File: src/rtl/sorter_axil_pkg.sv
// Shared definitions for the data sorter AXI4-Lite slaves: response codes, register map,
// read FSM encodings and STATUS word layout with its packing helper.
package sorter_axil_pkg;

  localparam logic [1:0] RESP_OKAY   = 2'b00;
  localparam logic [1:0] RESP_SLVERR = 2'b10;

  localparam logic [7:0] ADDR_STATUS = 8'h00;
  localparam logic [7:0] ADDR_VAL    = 8'h04;
  localparam logic [7:0] ADDR_IVAL   = 8'h08;

  typedef enum logic [1:0] {
    ST_IDLE  = 2'd0,
    ST_ISSUE = 2'd1,
    ST_CAPT  = 2'd2,
    ST_RESP  = 2'd3
  } rd_state_e;

  // STATUS word bit positions; [27:24] are reserved and read as zero.
  localparam int STAT_VAL_FULL     = 31;
  localparam int STAT_VAL_EMPTY    = 30;
  localparam int STAT_IVAL_FULL    = 29;
  localparam int STAT_IVAL_EMPTY   = 28;
  localparam int STAT_IVAL_CTR_LSB = 12;
  localparam int STAT_VAL_CTR_LSB  = 0;
  localparam int STAT_CTR_W        = 12;

  function automatic logic [31:0] pack_status(
    input logic                  val_full,
    input logic                  val_empty,
    input logic                  ival_full,
    input logic                  ival_empty,
    input logic [STAT_CTR_W-1:0] ival_ctr,
    input logic [STAT_CTR_W-1:0] val_ctr
  );
    logic [31:0] w;
    w = '0;
    w[STAT_VAL_FULL]   = val_full;
    w[STAT_VAL_EMPTY]  = val_empty;
    w[STAT_IVAL_FULL]  = ival_full;
    w[STAT_IVAL_EMPTY] = ival_empty;
    w[STAT_IVAL_CTR_LSB +: STAT_CTR_W] = ival_ctr;
    w[STAT_VAL_CTR_LSB +: STAT_CTR_W]  = val_ctr;
    return w;
  endfunction

endpackage

File: src/rtl/sorter_axil_rd_slave_if.sv
// AXI4-Lite read channel (AR/R) bundle used between the sorter read slave and its master.
// A beat transfers on a rising edge where both VALID and READY are high; once VALID is raised
// its payload stays stable until that edge, and READY may be asserted independently of VALID.
interface sorter_axil_rd_slave_if;
  logic        ARVALID;
  logic [31:0] ARADDR;
  logic        ARREADY;
  logic        RVALID;
  logic        RREADY;
  logic [31:0] RDATA;
  logic [1:0]  RRESP;

  modport master (
    output ARVALID, ARADDR, RREADY,
    input  ARREADY, RVALID, RDATA, RRESP
  );

  modport slave (
    input  ARVALID, ARADDR, RREADY,
    output ARREADY, RVALID, RDATA, RRESP
  );
endinterface

File: src/rtl/sorter_axil_rd_slave.sv
// AXI4-Lite read slave of the data sorter: pops the val/ival FIFO or returns STATUS.
// Optional macro SORTER_RD_SLVERR_EN: empty pops and unmapped reads answer SLVERR instead of OKAY.
module sorter_axil_rd_slave
  import sorter_axil_pkg::*;
#(
  parameter int WIDTH = 8,
  parameter int DEPTH = 10
) (
  input  logic                  clk,
  input  logic                  rst,
  sorter_axil_rd_slave_if.slave axil,
  output logic                  val_rd_en,
  input  logic [WIDTH-1:0]      val_rd_data,
  input  logic                  val_empty,
  input  logic                  val_full,
  input  logic [DEPTH-1:0]      val_fifo_ctr,
  output logic                  ival_rd_en,
  input  logic [WIDTH-1:0]      ival_rd_data,
  input  logic                  ival_empty,
  input  logic                  ival_full,
  input  logic [DEPTH-1:0]      ival_fifo_ctr,
  output logic [1:0]            state_o
);

`ifdef SORTER_RD_SLVERR_EN
  localparam logic [1:0] ERR_RESP = RESP_SLVERR;
`else
  localparam logic [1:0] ERR_RESP = RESP_OKAY;
`endif
  localparam int PAD = 32 - WIDTH;

  rd_state_e   state_q;
  logic [7:0]  addr_q;
  logic [31:0] rdata_q;
  logic [1:0]  rresp_q;
  logic        rvalid_q;
  logic        arready_q;

  logic             is_status, is_val, is_ival;
  logic             val_pop, ival_pop;
  logic [WIDTH-1:0] head;
  logic [31:0]      status_word;
  logic [31:0]      capt_word;
  logic             unused_addr_hi;

  assign unused_addr_hi = ^axil.ARADDR[31:8];

  always_comb begin
    is_status   = (addr_q == ADDR_STATUS);
    is_val      = (addr_q == ADDR_VAL);
    is_ival     = (addr_q == ADDR_IVAL);
    // Pop strobes depend on the live empty flags, so they are decoded rather than registered.
    val_pop     = (state_q == ST_ISSUE) && is_val  && !val_empty;
    ival_pop    = (state_q == ST_ISSUE) && is_ival && !ival_empty;
    head        = is_ival ? ival_rd_data : val_rd_data;
    capt_word   = 32'(head) << PAD;
    status_word = pack_status(val_full, val_empty, ival_full, ival_empty,
                              STAT_CTR_W'(ival_fifo_ctr), STAT_CTR_W'(val_fifo_ctr));
  end

  assign val_rd_en     = val_pop;
  assign ival_rd_en    = ival_pop;
  assign axil.ARREADY  = arready_q;
  assign axil.RVALID   = rvalid_q;
  assign axil.RDATA    = rdata_q;
  assign axil.RRESP    = rresp_q;
  assign state_o       = state_q;

  always_ff @(posedge clk or posedge rst) begin
    if (rst) begin
      state_q   <= ST_IDLE;
      addr_q    <= '0;
      rdata_q   <= '0;
      rresp_q   <= RESP_OKAY;
      rvalid_q  <= 1'b0;
      arready_q <= 1'b1;
    end else begin
      case (state_q)
        ST_IDLE: begin
          if (axil.ARVALID) begin
            addr_q    <= axil.ARADDR[7:0];
            arready_q <= 1'b0;
            state_q   <= ST_ISSUE;
          end
        end
        ST_ISSUE: begin
          if (val_pop || ival_pop) begin
            state_q <= ST_CAPT;
          end else begin
            rdata_q  <= is_status ? status_word : 32'h0;
            rresp_q  <= is_status ? RESP_OKAY : ERR_RESP;
            rvalid_q <= 1'b1;
            state_q  <= ST_RESP;
          end
        end
        ST_CAPT: begin
          rdata_q  <= capt_word;
          rresp_q  <= RESP_OKAY;
          rvalid_q <= 1'b1;
          state_q  <= ST_RESP;
        end
        ST_RESP: begin
          if (axil.RREADY) begin
            rvalid_q  <= 1'b0;
            arready_q <= 1'b1;
            state_q   <= ST_IDLE;
          end
        end
        default: state_q <= ST_IDLE;
      endcase
    end
  end

endmodule

File: src/flat_wrapper.sv
// flat-port wrapper written by rule: the top's interface ports become plain ports
module sorter_axil_rd_slave_flat import sorter_axil_pkg::*;
#(
  parameter int WIDTH = 8,
  parameter int DEPTH = 10
)
  (clk, rst, val_rd_en, val_rd_data, val_empty, val_full, val_fifo_ctr, ival_rd_en, ival_rd_data, ival_empty, ival_full, ival_fifo_ctr, state_o, axil_ARVALID, axil_ARADDR, axil_RREADY, axil_ARREADY, axil_RVALID, axil_RDATA, axil_RRESP);
  sorter_axil_rd_slave_if axil_i ();
  input  logic clk;
  input  logic rst;
  output logic val_rd_en;
  input  logic [WIDTH-1:0] val_rd_data;
  input  logic val_empty;
  input  logic val_full;
  input  logic [DEPTH-1:0] val_fifo_ctr;
  output logic ival_rd_en;
  input  logic [WIDTH-1:0] ival_rd_data;
  input  logic ival_empty;
  input  logic ival_full;
  input  logic [DEPTH-1:0] ival_fifo_ctr;
  output logic [1:0] state_o;
  input wire logic [$bits(axil_i.ARVALID)-1:0] axil_ARVALID;
  input wire logic [$bits(axil_i.ARADDR)-1:0] axil_ARADDR;
  input wire logic [$bits(axil_i.RREADY)-1:0] axil_RREADY;
  output wire logic [$bits(axil_i.ARREADY)-1:0] axil_ARREADY;
  output wire logic [$bits(axil_i.RVALID)-1:0] axil_RVALID;
  output wire logic [$bits(axil_i.RDATA)-1:0] axil_RDATA;
  output wire logic [$bits(axil_i.RRESP)-1:0] axil_RRESP;
  assign axil_i.ARVALID = axil_ARVALID;
  assign axil_i.ARADDR = axil_ARADDR;
  assign axil_i.RREADY = axil_RREADY;
  assign axil_ARREADY = axil_i.ARREADY;
  assign axil_RVALID = axil_i.RVALID;
  assign axil_RDATA = axil_i.RDATA;
  assign axil_RRESP = axil_i.RRESP;
  sorter_axil_rd_slave #(.WIDTH(WIDTH), .DEPTH(DEPTH)) u_core (.clk(clk), .rst(rst), .axil(axil_i), .val_rd_en(val_rd_en), .val_rd_data(val_rd_data), .val_empty(val_empty), .val_full(val_full), .val_fifo_ctr(val_fifo_ctr), .ival_rd_en(ival_rd_en), .ival_rd_data(ival_rd_data), .ival_empty(ival_empty), .ival_full(ival_full), .ival_fifo_ctr(ival_fifo_ctr), .state_o(state_o));
endmodule
File: config.mk
export PLATFORM = sky130hd
export DESIGN_NAME = sorter_axil_rd_slave_flat
export DESIGN_NICKNAME = d
export VERILOG_FILES = /design/src/rtl/sorter_axil_pkg.sv /design/src/rtl/sorter_axil_rd_slave_if.sv /design/src/rtl/sorter_axil_rd_slave.sv /design/src/flat_wrapper.sv
export SDC_FILE = /design/constraint.sdc
export NUM_CORES = 1
export LEC_CHECK = 0
export BUFFER_PORTS_ARGS = -buffer_cell sky130_fd_sc_hd__buf_4
export CAP_MARGIN = 5
export CORE_MARGIN = 10
export CORE_UTILIZATION = 47
export CTS_CLUSTER_DIAMETER = 60
export DETAILED_ROUTE_END_ITERATION = 6
export GPL_ROUTABILITY_DRIVEN = 0
export GPL_TIMING_DRIVEN = 1
export PLACE_DENSITY = 0.85
export REMOVE_ABC_BUFFERS = 1
export SYNTH_ARGS = -nofsm -noshare
export SYNTH_HDL_FRONTEND = slang
export SYNTH_SLANG_ARGS = --single-unit
File: constraint.sdc
create_clock -name clk -period 4.7 [get_ports clk]
set_clock_uncertainty 0.05 [all_clocks]
set_input_delay 0.235 -clock clk [delete_from_list [all_inputs] [get_ports clk]]
set_output_delay 0.235 -clock clk [all_outputs]
set_load 0.03 [all_outputs]
Word-level counts from Yosys, hierarchy flattened:

Cells that the tools add are included.

* eq/ne operators: 8
* multiplexer cells: 16
* reductions and logical operators: 17

Operators by type and width (number)
* $mux W32: 2
* $pmux W32 S2: 1
* $eq A8 B3 Y1 const B: 1
* $eq A8 B4 Y1 const B: 1
* $logic_not A8 Y1: 1
* $mux W8: 1
* $pmux W2 S4: 1
* $mux W2: 3
* $ne A2 B2 Y1 const B: 3
* $reduce_and A2 Y1: 3
* $reduce_and A3 Y1: 2
* $mux W1: 5
* $eq A2 B2 Y1 const B: 2
* $logic_and A1 B1 Y1: 4
* $pmux W2 S2: 1
* $reduce_bool A2 Y1: 2
* $pmux W1 S3: 1
* $reduce_bool A3 Y1: 1
* $eq A2 B1 Y1 const B: 1
* $logic_not A1 Y1: 2
* $logic_not A2 Y1: 1
* $pmux W1 S2: 1
* $logic_or A1 B1 Y1: 1

* bits in registers: 46
* input port bits: 76
* output and inout port bits: 40
* logic and storage cells: 47

Logic depth before layout (Yosys ltp):

* depth after elaboration: 6
* gate-level depth with buffers: 8
* mapped depth without buffers: 6

Worst setup path after synthesis:

No wires, ideal clock.

* path type: flip-flop to flip-flop
* start point: register u_core.state_q[1], in the netlist u_core.state_o[1]
* end point: register u_core.rdata_q[0], in the netlist u_core.axil.RDATA[0]
* setup time: 0.125 ns
* arrival time: 1.754 ns
* required time: 4.525 ns
* setup slack: 2.770 ns
* cell stages (with the launch flop): 8
* path buffers: 2
* period minus slack after synthesis: 1.930 ns
* cell sequence: dfrtp_1 -> inv_1 -> ha_1 -> clkbuf_1 -> or2_2 -> nand2_2 -> buf_2 -> o21ai_1

* word-level cells in the longest chain between the ends: 6
* elaborated cells between the ends (all ways): 11
* those cells by class: eq/ne: 3; mux: 1; reduce/logical: 7

Ends and longest elaborated chain
* start, declared: RTL line sorter_axil_rd_slave.sv:32 `rd_state_e state_q;`
* start signal, assigned: RTL line sorter_axil_rd_slave.sv:71 `state_q <= ST_IDLE;`
* start signal, assigned: RTL line sorter_axil_rd_slave.sv:83 `state_q <= ST_ISSUE;`
* start signal, assigned: RTL line sorter_axil_rd_slave.sv:88 `state_q <= ST_CAPT;`
* $eq A2 B1 Y1: RTL line sorter_axil_rd_slave.sv:53, sorter_axil_rd_slave.sv:54, sorter_axil_rd_slave.sv:78
* $logic_and A1 B1 Y1 (on tied branches) (2 in series): RTL line sorter_axil_rd_slave.sv:53, sorter_axil_rd_slave.sv:54
* $logic_or A1 B1 Y1: RTL line sorter_axil_rd_slave.sv:87 `if (val_pop || ival_pop) begin`
* $ne A2 B2 Y1 (no line)
* $reduce_and A2 Y1 (no line)
* end signal, assigned: RTL line sorter_axil_rd_slave.sv:90 `rdata_q <= is_status ? status_word : 32'h0;`
* end signal, assigned: RTL line sorter_axil_rd_slave.sv:97 `rdata_q <= capt_word;`
* end, declared: RTL line sorter_axil_rd_slave.sv:34 `logic [31:0] rdata_q;`

Several ways; a longest one is shown, not always the timed one.
A chain may end at the register's enable or synchronous reset.

Worst setup path after layout:

* start point: register u_core.addr_q[0]
* end point: register u_core.rdata_q[29], in the netlist u_core.axil.RDATA[29]

* word-level cells in the longest chain between the ends: 6
* elaborated cells between the ends (all ways): 14
* those cells by class: eq/ne: 3; mux: 4; reduce/logical: 7

Ends and longest elaborated chain
* start, declared: RTL line sorter_axil_rd_slave.sv:33 `logic [7:0] addr_q;`
* start signal, assigned: RTL line sorter_axil_rd_slave.sv:81 `addr_q <= axil.ARADDR[7:0];`
* $eq A8 B3 Y1 / $eq A8 B4 Y1 (equally long branches): RTL line sorter_axil_rd_slave.sv:50, sorter_axil_rd_slave.sv:51
* $logic_and A1 B1 Y1 (on tied branches) (2 in series): RTL line sorter_axil_rd_slave.sv:53, sorter_axil_rd_slave.sv:54
* $logic_or A1 B1 Y1: RTL line sorter_axil_rd_slave.sv:87
* $ne A2 B2 Y1 (no line)
* $reduce_and A2 Y1 (no line)

Several ways; a longest one is shown, not always the timed one. The select of a mux whose other input is x is not followed.

==> flow_metrics.py <==
metrics = {
    "logic_synthesis": {
        "yosys.area.top_type_share_pct": 47.91,
        "ys_ff_latch": 40,
        "synth_top_cell_by_area": "dfrtp_1",
        "ys_types": 37,
        "avgSynthCellArea_um2": 10.24,
        "yosys_warnings": 0,
        "synth_seq_area_share_pct": 49.20,
        "synthTopCellsByArea": "dfrtp_1 48%, o21ai_1 6.4%, o21ai_0 5.2%, mux2_2 5.0%, nand2_1 4.6%",
        "synth_cells": 199,
        "syn_area_um2": 2037,
    },
    "clock_network": {
        "clk_pin_slew_ns": 0.08,
        "cts_setup_buffers": 0,
        "cts.repair.resized": 0,
        "h-tree-depth": 2,
        "cts_hold_buf": 0,
        "cts_tree": "built",
        "clk-insertion-delay-late_ns": 0.28,
        "cts-root-buf": "clkbuf_8",
        "cts.sinks": 40,
        "clockBufferDepth": 2,
        "cts_buffers": 5,
    },
    "die": {
        "die-area_um2": 7367,
        "initial_core_util_pct": 49.85,
        "pin_count": 116,
        "die_height_um": 85.83,
        "rows": 23,
        "fp.dieW_um": 85.83,
        "core-area_um2": 4086,
    },
    "global_routing": {
        "grt_max_degree": 41,
        "first_global_vias": 1845,
        "grt_first_pass_wirelength_um": 9363,
        "track_usage_pct": 15.45,
        "grt.overflow.total": 0,
        "antenna_found_initial": 0,
    },
    "timing": {
        "maxSlewViolCount": 0,
        "setup_tns_ns": 0,
        "fin_ws_ns": 2.236,
        "tightest_slew_ns": 0.8854,
        "finalCriticalPeriod_ns": 2.464,
        "hold_viol_final": 0,
        "slew_headroom_pct": 40.97,
        "setup-violations-final": 0,
        "fin_crit_sh_pct": 52.42,
        "max_freq_mhz": 405.9,
        "rsz0062_at_grt": "no",
    },
    "flow_run": {
        "maxCapViolCount": 0,
    },
    "pwr": {
        "power_density_nw_per_um2": 519.3,
        "finalPower_mw": 1.429,
        "leakage_nw": 1.335,
        "ir_drop_v": 0.0002719,
    },
    "place": {
        "pre_cts_ws_ns": 2.255,
        "dpl.hpwl_um": 4328,
        "portBuffers": 85,
        "post-place-cells": 324,
    },
    "outcome": {
        "status": "completed",
    },
    "setup_path": {
        "path_class": "flop to flop",
        "crit_start": "u_core.addr_q[0]$_DFFE_PP0P_",
        "critPathArrivalTime_ns": 2.62,
        "worstSetupStartpointType": "flop",
        "reg2reg_from": "u_core.addr_q[0]$_DFFE_PP0P_",
        "critPathRequiredTime_ns": 4.86,
        "crit_path_end_kind": "flop",
        "cp_max_fo": 24,
    },
    "layout": {
        "nFillCells": 334,
        "diodes": 0,
        "nets": 361,
        "syn_to_final_growth_pct": 35.07,
        "drive_gt1_share_pct": 40.43,
        "stdcell_count": 332,
        "postLayoutCoreUtil_pct": 67.33,
    },
    "drt": {
        "first_pass_iters": 4,
        "wl_per_cell_um": 17.10,
        "routed-via-count": 1729,
        "viasPerCell": 5.208,
        "drt_iter0_markers": 131,
        "drc": 0,
        "routed_wl_um": 5676,
        "ant_nets": 0,
    },
    "min_path": {
        "hp-class": "input pin to async pin",
    },
}
==> synth_stat cells <==
master / count
dfrtp_1: 39
o21ai_1: 26
nand2_1: 25
o21ai_0: 21
mux2_2: 9
buf_4: 8
a21oi_1: 7
inv_1: 6
mux2i_1: 5
a21boi_0: 4
a31oi_1: 4
and3_1: 4
buf_2: 4
ha_1: 4
nor2_1: 4
clkbuf_1: 3
o31ai_1: 3
and4_1: 2
buf_6: 2
nor3b_2: 2
a2111oi_2: 1
a21o_1: 1
a32o_1: 1
and4b_1: 1
conb_1: 1
dfstp_2: 1
nand2_2: 1
nand3_1: 1
nand4_1: 1
nand4b_1: 1
nor4_4: 1
nor4b_2: 1
o2111a_2: 1
o2111ai_4: 1
o22ai_1: 1
o31ai_2: 1
or2_2: 1
==> power by group <==
group          internal, mW  switching [mW]
Clock                 0.119           0.116
Sequential            0.442          0.0741
Combinational         0.254           0.423
==> cells in the final DEF, fill, tap and decap left out, types with 2 or more instances in the layout <==
| cell type | Yosys | routed |
|---|---|---|
| a31oi_1 | 4 | 4 |
| clkbuf_8 | 0 | 6 |
| and3_1 | 4 | 4 |
| o21ai_1 | 26 | 26 |
| o21ai_0 | 21 | 21 |
| a21boi_0 | 4 | 4 |
| and4_1 | 2 | 2 |
| conb_1 | 1 | 6 |
| nor2_1 | 4 | 4 |
| nand2_1 | 25 | 25 |
| ha_1 | 4 | 4 |
| dfrtp_1 | 39 | 39 |
| inv_1 | 6 | 6 |
| buf_4 | 8 | 87 |
| a21oi_1 | 7 | 7 |
| nor3b_2 | 2 | 2 |
| mux2i_1 | 5 | 5 |
| mux2_2 | 9 | 9 |
| o31ai_1 | 3 | 3 |
==> critical path: stages, from the launching register on <==
cell and delay, ns:
dfrtp_1 0.41, nor4_4 0.70, and4_1 0.91, nand2_1 0.13, a31oi_1 0.18
==> worst paths after layout <==
path | to | slack (ns) | depth (start not counted)
max | u_core.axil.RDATA[29]$_DFFE_PP0P_ | 2.24 | 4
min | u_core.axil.RDATA[2]$_DFFE_PP0P_ | 0.02 | 3
max reg2reg | u_core.axil.RDATA[29]$_DFFE_PP0P_ | 2.24 | 4
min reg2reg | u_core.axil.RDATA[26]$_DFFE_PP0P_ | 0.45 | 2
max in group asynchronous | u_core.axil.ARREADY$_DFFE_PP1P_ | 4.21 | 3
min in group clk | u_core.addr_q[0]$_DFFE_PP0P_ | 0.13 | 2
==> kinds of logic after synthesis <==
| group | synth area share [%] |
|---|---|
| muxes | 7.433 |
| adders and majority gates | 2.457 |
| and+or+nand+nor | 12.53 |
| other | 0.1841 |
| buffers and inverters | 6.695 |
| AOI/OAI and AO/OA | 21.50 |
| DFF | 49.20 |
==> final cells by class <==
cell class | instances | area, µm² | share of cell area, %
clock inverter | 1 | 7.507 | 0.2729
tap | 50 | 62.56 | 2.274
multi-input combinational | 141 | 917.1 | 33.33
inverter | 6 | 22.52 | 0.8186
clock buffer | 7 | 86.33 | 3.138
sequential | 40 | 1002 | 36.43
timing repair buffer | 87 | 653.1 | 23.74
==> through the flow <==
stage / hold WS (ns) / instance area (µm²)
6_report: 0.02437 / 2751
5_1_grt: 0.06003 / 2751
4_1_cts: 0.04171 / 2751
3_5_place_dp: 0.3533 / 2658
3_3_place_gp: 0.3474 / 2658
2_1_floorplan: 0.3123 / 1942
==> registers in the layout (all words and copies together), names as in the netlist <==
register             cells
u_core.state_o           2
u_core.axil.RDATA       28
u_core.axil.ARREADY      1
u_core.addr_q            8
u_core.axil.RVALID       1
==> per-layer routing <==
| layer | GRT usage, % | vias to the layer above | share of wire, % | wire length (µm) |
|---|---|---|---|---|
| met5 | 0 | - | 0 | 0 |
| met2 | 25.89 | 51 | 53 | 3018 |
| met1 | 18.75 | 813 | 40 | 2282 |
| met4 | 4.192 | 0 | 1.0 | 58 |
| met3 | 4.636 | 4 | 5.6 | 317 |
| li1 | - | 861 | - | - |
(Power assumes the default switching activity.)
